$ cat config.mk
export PLATFORM = sky130hd
export DESIGN_NAME = present_slot_scheduler
export DESIGN_NICKNAME = d
export VERILOG_FILES = /design/src/rtl/present_slot_scheduler.sv
export SDC_FILE = /design/constraint.sdc
export NUM_CORES = 1
export LEC_CHECK = 0
export ABC_AREA = 1
export ABC_CLOCK_PERIOD_IN_PS = 5150
export CORE_MARGIN = 8
export CORE_UTILIZATION = 55
export DETAILED_ROUTE_END_ITERATION = 7
export PLACE_DENSITY_LB_ADDON = 0.3
export SYNTH_ARGS = -nofsm -noshare
export SYNTH_HDL_FRONTEND = slang
export SYNTH_SLANG_ARGS = --single-unit
$ cat constraint.sdc
create_clock -name clk -period 5.15 [get_ports clk]
set_input_delay 0.515 -clock clk [delete_from_list [all_inputs] [get_ports clk]]
set_output_delay 0.515 -clock clk [all_outputs]
set_load 0.05 [all_outputs]
$ cat src/rtl/present_slot_scheduler.sv
// present_slot_scheduler
//   Allocates falling presents into a pool of 4 on-screen slots. A drop request
//   takes the lowest free slot and loads a pseudo-random type and X position
//   from a free-running 16-bit Galois LFSR. A slot is freed when its present is
//   collected or when it has lived LIFETIME_SEC seconds.
//
// Ports:
//   clk          system clock
//   resetN       synchronous active-low reset
//   secClk       one-cycle pulse, once per second (ages live slots)
//   playActive   high while the game is in play mode; low clears the pool
//   dropReq      one-cycle drop request
//   collectValid one-cycle pulse: player touched the present in collectSlot
//   collectSlot  slot index of the touched present
//   slotValid    bit i = slot i holds a live present
//   slotType     2 bits per slot (00 life, 01 super rope, 10 super speed, 11 immortal)
//   slotX        11 bits per slot, spawn X position
//   dropGrant    one-cycle pulse: a drop was allocated into dropSlot
//   dropSlot     granted slot index (holds between grants)
//   dropOverflow one-cycle pulse: drop requested while every slot was busy
//   collectPulse one-cycle pulse: collection accepted
//   collectType  type of the collected present (holds between collections)
module present_slot_scheduler #(
  parameter int unsigned LIFETIME_SEC = 6,
  parameter int unsigned X_MIN        = 32,
  parameter int unsigned X_SPAN       = 576,
  parameter logic [15:0] LFSR_SEED    = 16'hACE1
) (
  input  logic        clk,
  input  logic        resetN,
  input  logic        secClk,
  input  logic        playActive,
  input  logic        dropReq,
  input  logic        collectValid,
  input  logic [1:0]  collectSlot,
  output logic [3:0]  slotValid,
  output logic [7:0]  slotType,
  output logic [43:0] slotX,
  output logic        dropGrant,
  output logic [1:0]  dropSlot,
  output logic        dropOverflow,
  output logic        collectPulse,
  output logic [1:0]  collectType
);

  localparam logic [15:0] LFSR_MASK = 16'hB400;
  localparam logic [2:0]  AGE_LAST  = 3'(LIFETIME_SEC - 1);
  localparam logic [10:0] X_MIN_W   = 11'(X_MIN);
  localparam logic [10:0] X_SPAN_W  = 11'(X_SPAN);

  logic [15:0] lfsr_r;
  logic [11:0] age_r;

  logic        free_any_s;
  logic [1:0]  free_idx_s;
  logic [10:0] raw_s;
  logic [10:0] off_s;
  logic [10:0] spawn_x_s;
  logic [1:0]  spawn_type_s;
  logic        drop_ok_s;
  logic        overflow_s;
  logic        collect_ok_s;
  logic [3:0]  valid_n_s;
  logic [7:0]  type_n_s;
  logic [43:0] x_n_s;
  logic [11:0] age_n_s;

  // Lowest free slot, judged on the mask as it stood before this edge.
  always_comb begin
    free_any_s = 1'b1;
    free_idx_s = 2'd0;
    casez (slotValid)
      4'b???0: free_idx_s = 2'd0;
      4'b??01: free_idx_s = 2'd1;
      4'b?011: free_idx_s = 2'd2;
      4'b0111: free_idx_s = 2'd3;
      default: free_any_s = 1'b0;
    endcase
  end

  // Spawn values taken from the current LFSR; the offset folds the 10-bit
  // raw value into [0, X_SPAN-1] with a single conditional subtract.
  always_comb begin
    spawn_type_s = lfsr_r[15:14];
    raw_s        = {1'b0, lfsr_r[9:0]};
    if (raw_s >= X_SPAN_W) begin
      off_s = raw_s - X_SPAN_W;
    end else begin
      off_s = raw_s;
    end
    spawn_x_s = X_MIN_W + off_s;
  end

  // Event qualification: nothing is accepted outside play mode.
  always_comb begin
    drop_ok_s    = playActive & dropReq & free_any_s;
    overflow_s   = playActive & dropReq & ~free_any_s;
    collect_ok_s = playActive & collectValid & slotValid[collectSlot];
  end

  // Per-slot next state. Collect outranks expiry; a slot being allocated
  // starts at age 0 even when secClk fires in the same cycle.
  always_comb begin
    valid_n_s = slotValid;
    type_n_s  = slotType;
    x_n_s     = slotX;
    age_n_s   = age_r;
    for (int i = 0; i < 4; i++) begin
      if (!playActive) begin
        valid_n_s[i]          = 1'b0;
        age_n_s[3*i +: 3]     = 3'd0;
        type_n_s[2*i +: 2]    = 2'd0;
        x_n_s[11*i +: 11]     = 11'd0;
      end else if (collect_ok_s && (collectSlot == 2'(i))) begin
        valid_n_s[i]          = 1'b0;
        age_n_s[3*i +: 3]     = 3'd0;
      end else if (drop_ok_s && (free_idx_s == 2'(i))) begin
        valid_n_s[i]          = 1'b1;
        age_n_s[3*i +: 3]     = 3'd0;
        type_n_s[2*i +: 2]    = spawn_type_s;
        x_n_s[11*i +: 11]     = spawn_x_s;
      end else if (secClk && slotValid[i]) begin
        if (age_r[3*i +: 3] == AGE_LAST) begin
          valid_n_s[i]        = 1'b0;
          age_n_s[3*i +: 3]   = 3'd0;
        end else begin
          age_n_s[3*i +: 3]   = age_r[3*i +: 3] + 3'd1;
        end
      end else begin
        age_n_s[3*i +: 3]     = age_r[3*i +: 3];
      end
    end
  end

  // State and registered outputs; the LFSR free-runs outside reset.
  always_ff @(posedge clk) begin
    if (!resetN) begin
      lfsr_r       <= LFSR_SEED;
      slotValid    <= 4'd0;
      slotType     <= 8'd0;
      slotX        <= 44'd0;
      age_r        <= 12'd0;
      dropGrant    <= 1'b0;
      dropSlot     <= 2'd0;
      dropOverflow <= 1'b0;
      collectPulse <= 1'b0;
      collectType  <= 2'd0;
    end else begin
      lfsr_r       <= {1'b0, lfsr_r[15:1]} ^ (lfsr_r[0] ? LFSR_MASK : 16'h0000);
      slotValid    <= valid_n_s;
      slotType     <= type_n_s;
      slotX        <= x_n_s;
      age_r        <= age_n_s;
      dropGrant    <= drop_ok_s;
      dropOverflow <= overflow_s;
      collectPulse <= collect_ok_s;
      if (drop_ok_s) begin
        dropSlot <= free_idx_s;
      end else begin
        dropSlot <= dropSlot;
      end
      if (collect_ok_s) begin
        collectType <= slotType[{collectSlot, 1'b0} +: 2];
      end else begin
        collectType <= collectType;
      end
    end
  end

endmodule

== After elaboration in Yosys (flattened, before gate mapping) ==
Cells that the tools add are included.
Word-level totals
  memories: 0
  bits in registers: 91
  bits in latches: 0
  bits in read-only memories: 0
  input bits: 8
  bits in writable memories: 0
Operators by class
  bitwise gates (word level): 14
  add/sub/neg operators: 6
  $lt $le $gt $ge: 2
  reduce and logical (&&, ||, !) cells: 40
  muxes and demuxes: 22
  eq/ne operators: 13
  shifts and indexed selects: 1
  divide/modulo/power cells: 0
  $mul: 0
Operators by type and width (number)
  4-bit OR reduction: 5
  2-bit AND reduction: 9
  16-bit two-way mux: 1
  2-bit nonzero test: 8
  15-bit by 16-bit XOR with 16-bit output: 1
  1-bit two-way mux: 14
  3-bit by 1-bit adder with 3-bit output (second input constant): 4
  3-bit == test (second input constant): 4
  1-bit logical AND: 12
  3-bit two-way mux: 4
  3-bit OR reduction: 4
  6-bit by 11-bit adder with 11-bit output (first input constant): 1
  11-bit two-way mux: 1
  10-bit by 10-bit subtractor with 11-bit output (second input constant): 1
  10-bit greater-or-equal comparator (second input constant): 1
  2-bit == test (second input constant): 4
  1-bit inverter: 8
  8-bit by 4-bit indexed part select with 2-bit output: 1
  2-bit by 1-bit == test with 1-bit output (second input constant): 3
  2-bit case mux with 3 select lines: 1
  1-bit bitwise AND: 5
  4-bit by 3-bit == test with 1-bit output (second input constant): 1
  2-bit logical NOT: 2
  3-bit by 2-bit == test with 1-bit output (second input constant): 1
  other kinds (2): 2

== Logic depth before layout (Yosys ltp) ==
  depth after elaboration: 7
  gate-level depth with buffers: 13
  depth with buffers taken out: 13

== Worst setup path after synthesis ==
No wires, ideal clock.
  path kind: flip-flop to flip-flop
  start: reg lfsr_r[7]
  end: reg slotX[7]
  slack: 3447 ps
  period minus slack after synthesis: 1703 ps
  cell stages (with the launch flop): 12
  arrival time: 1590 ps
  setup time: 113 ps
  path through: dfxtp_1 inv_1 ha_1 nand2_1 nor2_2 nand4_2 nand3_1 and2_1 ha_1 xor2_2 o21ai_1 inv_1
Between the ends
  longest elaborated chain between the ends: 3
RTL lines
  start, declared: line 51  | logic [15:0] lfsr_r;
  start signal, assigned: line 149  | lfsr_r <= {1'b0, lfsr_r[15:1]} ^ (lfsr_r[0] ? LFSR_MASK : 16'h0000);
  10-bit by 10-bit subtractor with 11-bit output or 10-bit greater-or-equal comparator (tied branches): line 87, 86
  11-bit two-way mux (*): line 86  | if (raw_s >= X_SPAN_W) begin
  6-bit by 11-bit adder with 11-bit output (*): line 91  | spawn_x_s = X_MIN_W + off_s;
  end signal, assigned: line 152  | slotX <= x_n_s;
  end, declared: line 38  | output logic [43:0] slotX,
Every way passes the cells marked *; elsewhere a longest branch is shown, timed or not.
A chain may end at the register's enable or synchronous reset.

== Final worst setup path ==
  start: in resetN
  end: reg slotX[23]
Between the ends
  longest elaborated chain between the ends: 1
RTL lines
  start, declared: line 30  | input logic resetN,
  2-bit AND reduction (no source line)
Every way passes these cells.

==> results by group <==
Logic synthesis
  • Synthesized area: roughly 0.0036 sq mm
  • #FFs+latches synth: 91
  • Post-synth top area share: 0.509
  • Yosys top cell by area: dfxtp_1
  • Post-synthesis sequential area ratio: 0.509
  • Post-synth cell types: 35
  • Dominant cells by area after synthesis: dfxtp_1, nor2_1, o21ai_0
  • Syn_area_per_cell: between 7 and 8 sq um
  • Cell count after synthesis: ~470
  • Post-Syn Nets: slightly below 500
  • Synth Warn #: 0

Die
  • Initial Utilization: 0.567
  • Row count: 29
  • Die width: between 90 and 100 um
  • Core Box Area: around 0.0063 sq mm
  • Die area: ~0.0094 sq mm
  • Ports: between 70 and 80
  • Die Y-Extent: just under 100 um

Final layout
  • Commonest non-fill, non-tap cells in the layout: nor2_1, dfxtp_1, clkdlybuf4s50_1, nand2_1, o21ai_0
  • FF+latch area: 0.00182 sq mm
  • Filler cells: around 530
  • Ant diodes: 0
  • Share of post-route cells with drive strength above 1: 0.0713
  • Multi-input gate area: 0.00149 sq mm
  • Leading cell type in the layout, fill and taps excluded: nor2_1
  • Nets: 553
  • Area delta synth->final: 26.1%

Run
  • Number of max-cap violations: 0

Timing
  • Final Max Slew Viols: 0
  • Worst Skew: about 0.012 ns
  • Hold WS: about 0.43 ns
  • Final setup violation count: 0
  • Fin crit share: 0.573
  • Fin. Hold Viols: 0
  • Period minus WS final: slightly below 3 ns
  • Setup repair after global routing missed its margin: no
  • Slew headroom: 0.237
  • Worst Tran Pin Value: ~1.1 ns
  • Peak Freq: roughly 340 MHz
  • Setup TNS Final: 0 ns

Outcome
  • Run status: complete, no violations

Critical path
  • CP top delay family: buffers and inverters
  • CP bufs+invs: 2
  • CP Data Required Time: between 5 and 6 ns
  • Crit path DAT: between 3 and 4 ns
  • Critical path startpoint: resetN
  • CP startpoint kind: primary input
  • Crit-path max cell delay: roughly 0.96 ns
  • CP max FO: between 40 and 50
  • CP Capture Type: register
  • Crit-path cells: clkdlybuf4s50_1 -> nand2_1 -> inv_1 -> o21ai_0 -> a21oi_1
  • WS Path Type: primary input to register
  • Critical-path top delay cell: inv_1
  • Critical R2R Launch: lfsr_r[7]$_SDFF_PN1_

Pwr
  • Max IR drop VDD: 0.192 mV
  • PwrDens: 292 mW/mm^2
  • Pleak: ~0.0019 uW

Routing
  • Pre-antenna DRT Iters: 4
  • Iter 0 DRT Violations: ~170
  • ANT nets after route: 0
  • Residual DRC: 0
  • Final WL: slightly above 9000 um
  • Routed length per instance: 14.5 um
  • Vias/cell: between 5 and 6
  • DR vias: about 3300

Global routing
  • Initial antenna violation count: 0
  • First-pass GRT wire length: around 15000 um
  • Largest net degree at the start of global routing: 49
  • Vias in the first global route: roughly 3200
  • Grt ovf: 0
  • Overall routing resource usage: 0.193

CTS
  • # hold bufs at CTS: 0
  • TritonCTS clock tree: built
  • Cts bufs inserted: 9
  • CTS Buffer Depth: 2
  • Root Driver: clkbuf_8
  • Clk slew on worst S/H paths: approximately 0.090 ns
  • Skew-Pair Late Insertion Delay: around 0.35 ns
  • CTS resizes: 0
  • Postcts setup bufs: 0
  • TritonCTS Sinks: around 90
  • # H-tree levels: 3

Place
  • I/O Buffers: 70
  • RePlAce Congestion: ~0.86
  • HPWL after DPL: ~6400 um

Worst hold path
  • Hold Path Origin: lfsr_r[10]$_SDFF_PN1_
  • Min-Delay Path Class: register to register
layout make-up:
cell class                 instances  share of cell area
inverter                          55              0.0460
multi-input combinational        314               0.329
tap                               77              0.0213
timing repair buffer              71               0.157
clock inverter                     4             0.00693
clock buffer                      12              0.0366
sequential                        91               0.403
synth_stat cells (all sizes together):
cell    instances
dfxtp          91
clkbuf          6
clkinv          2
or2             2
nand3          29
nand4           2
nand2          69
nor4            1
and2            1
inv            53
o221ai          1
xnor2           2
o21ai          58
xor2            2
nor3            3
ha              3
o31ai           1
nand3b          1
a22oi           3
buf             7
a21oi          28
nor2          108
stage by stage:
step	std cells	setup WS (ns)	utilization	area [sq um]	total power [uW]
4_1_cts	624	2.21	0.715	4520	1320
5_1_grt	624	1.86	0.715	4520	1360
6_report	624	2.20	0.715	4520	1320
2_1_floorplan	473	3.45	-	3580	825
3_3_place_gp	608	2.03	0.684	4320	857
3_5_place_dp	608	1.85	0.684	4320	861
worst min-delay path, cell delays in order (launching register included):
cell and delay (ns):
dfxtp_1 0.31, nand2_1 0.05, inv_1 0.04
cell families (layout without fill, tap and decap cells):
family / count (synthesis) / after routing / synth area share
AOI/OAI and AO/OA: 91 / 91 / 0.132
buffers and inverters: 68 / 142 / 0.0768
adders and majority gates: 3 / 3 / 0.0105
and+or+nand+nor: 216 / 216 / 0.260
xor gates and xnor gates: 4 / 4 / 0.0119
DFF: 91 / 91 / 0.509
sequential cells by signal, summed over array words and instances, names as in the netlist:
signal	flops
dropGrant	1
dropSlot	2
collectPulse	1
slotX	44
slotType	8
lfsr_r	16
slotValid	4
dropOverflow	1
collectType	2
age_r	12
worst paths after layout:
kind	endpoint	slack, ns	cells after the start
worst min-delay path	lfsr_r[9]$_SDFF_PN0_	0.43	2
worst max-delay path	slotX[23]$_SDFFE_PN0P_	2.20	5
worst max register to register	slotX[31]$_SDFFE_PN0P_	3.27	13
worst min register to register	lfsr_r[9]$_SDFF_PN0_	0.43	2
per-layer routing:
layer | GRT usage | vias up | share of wire
met4 | 0.107 | 0 | 0.028
met3 | 0.0427 | 25 | 0.053
met5 | 0 | - | 0
met2 | 0.332 | 86 | 0.48
met1 | 0.216 | 1533 | 0.43
li1 | - | 1643 | -
power by group:
part	switching (uW)	total (uW)	internal (uW)	leakage, uW
clock	253	471	218	0.000103
sequential	12.8	730	717	0.000739
combinational	79.0	117	37.6	0.00101
total	345	1320	973	0.00185
(Power assumes the default switching activity.)
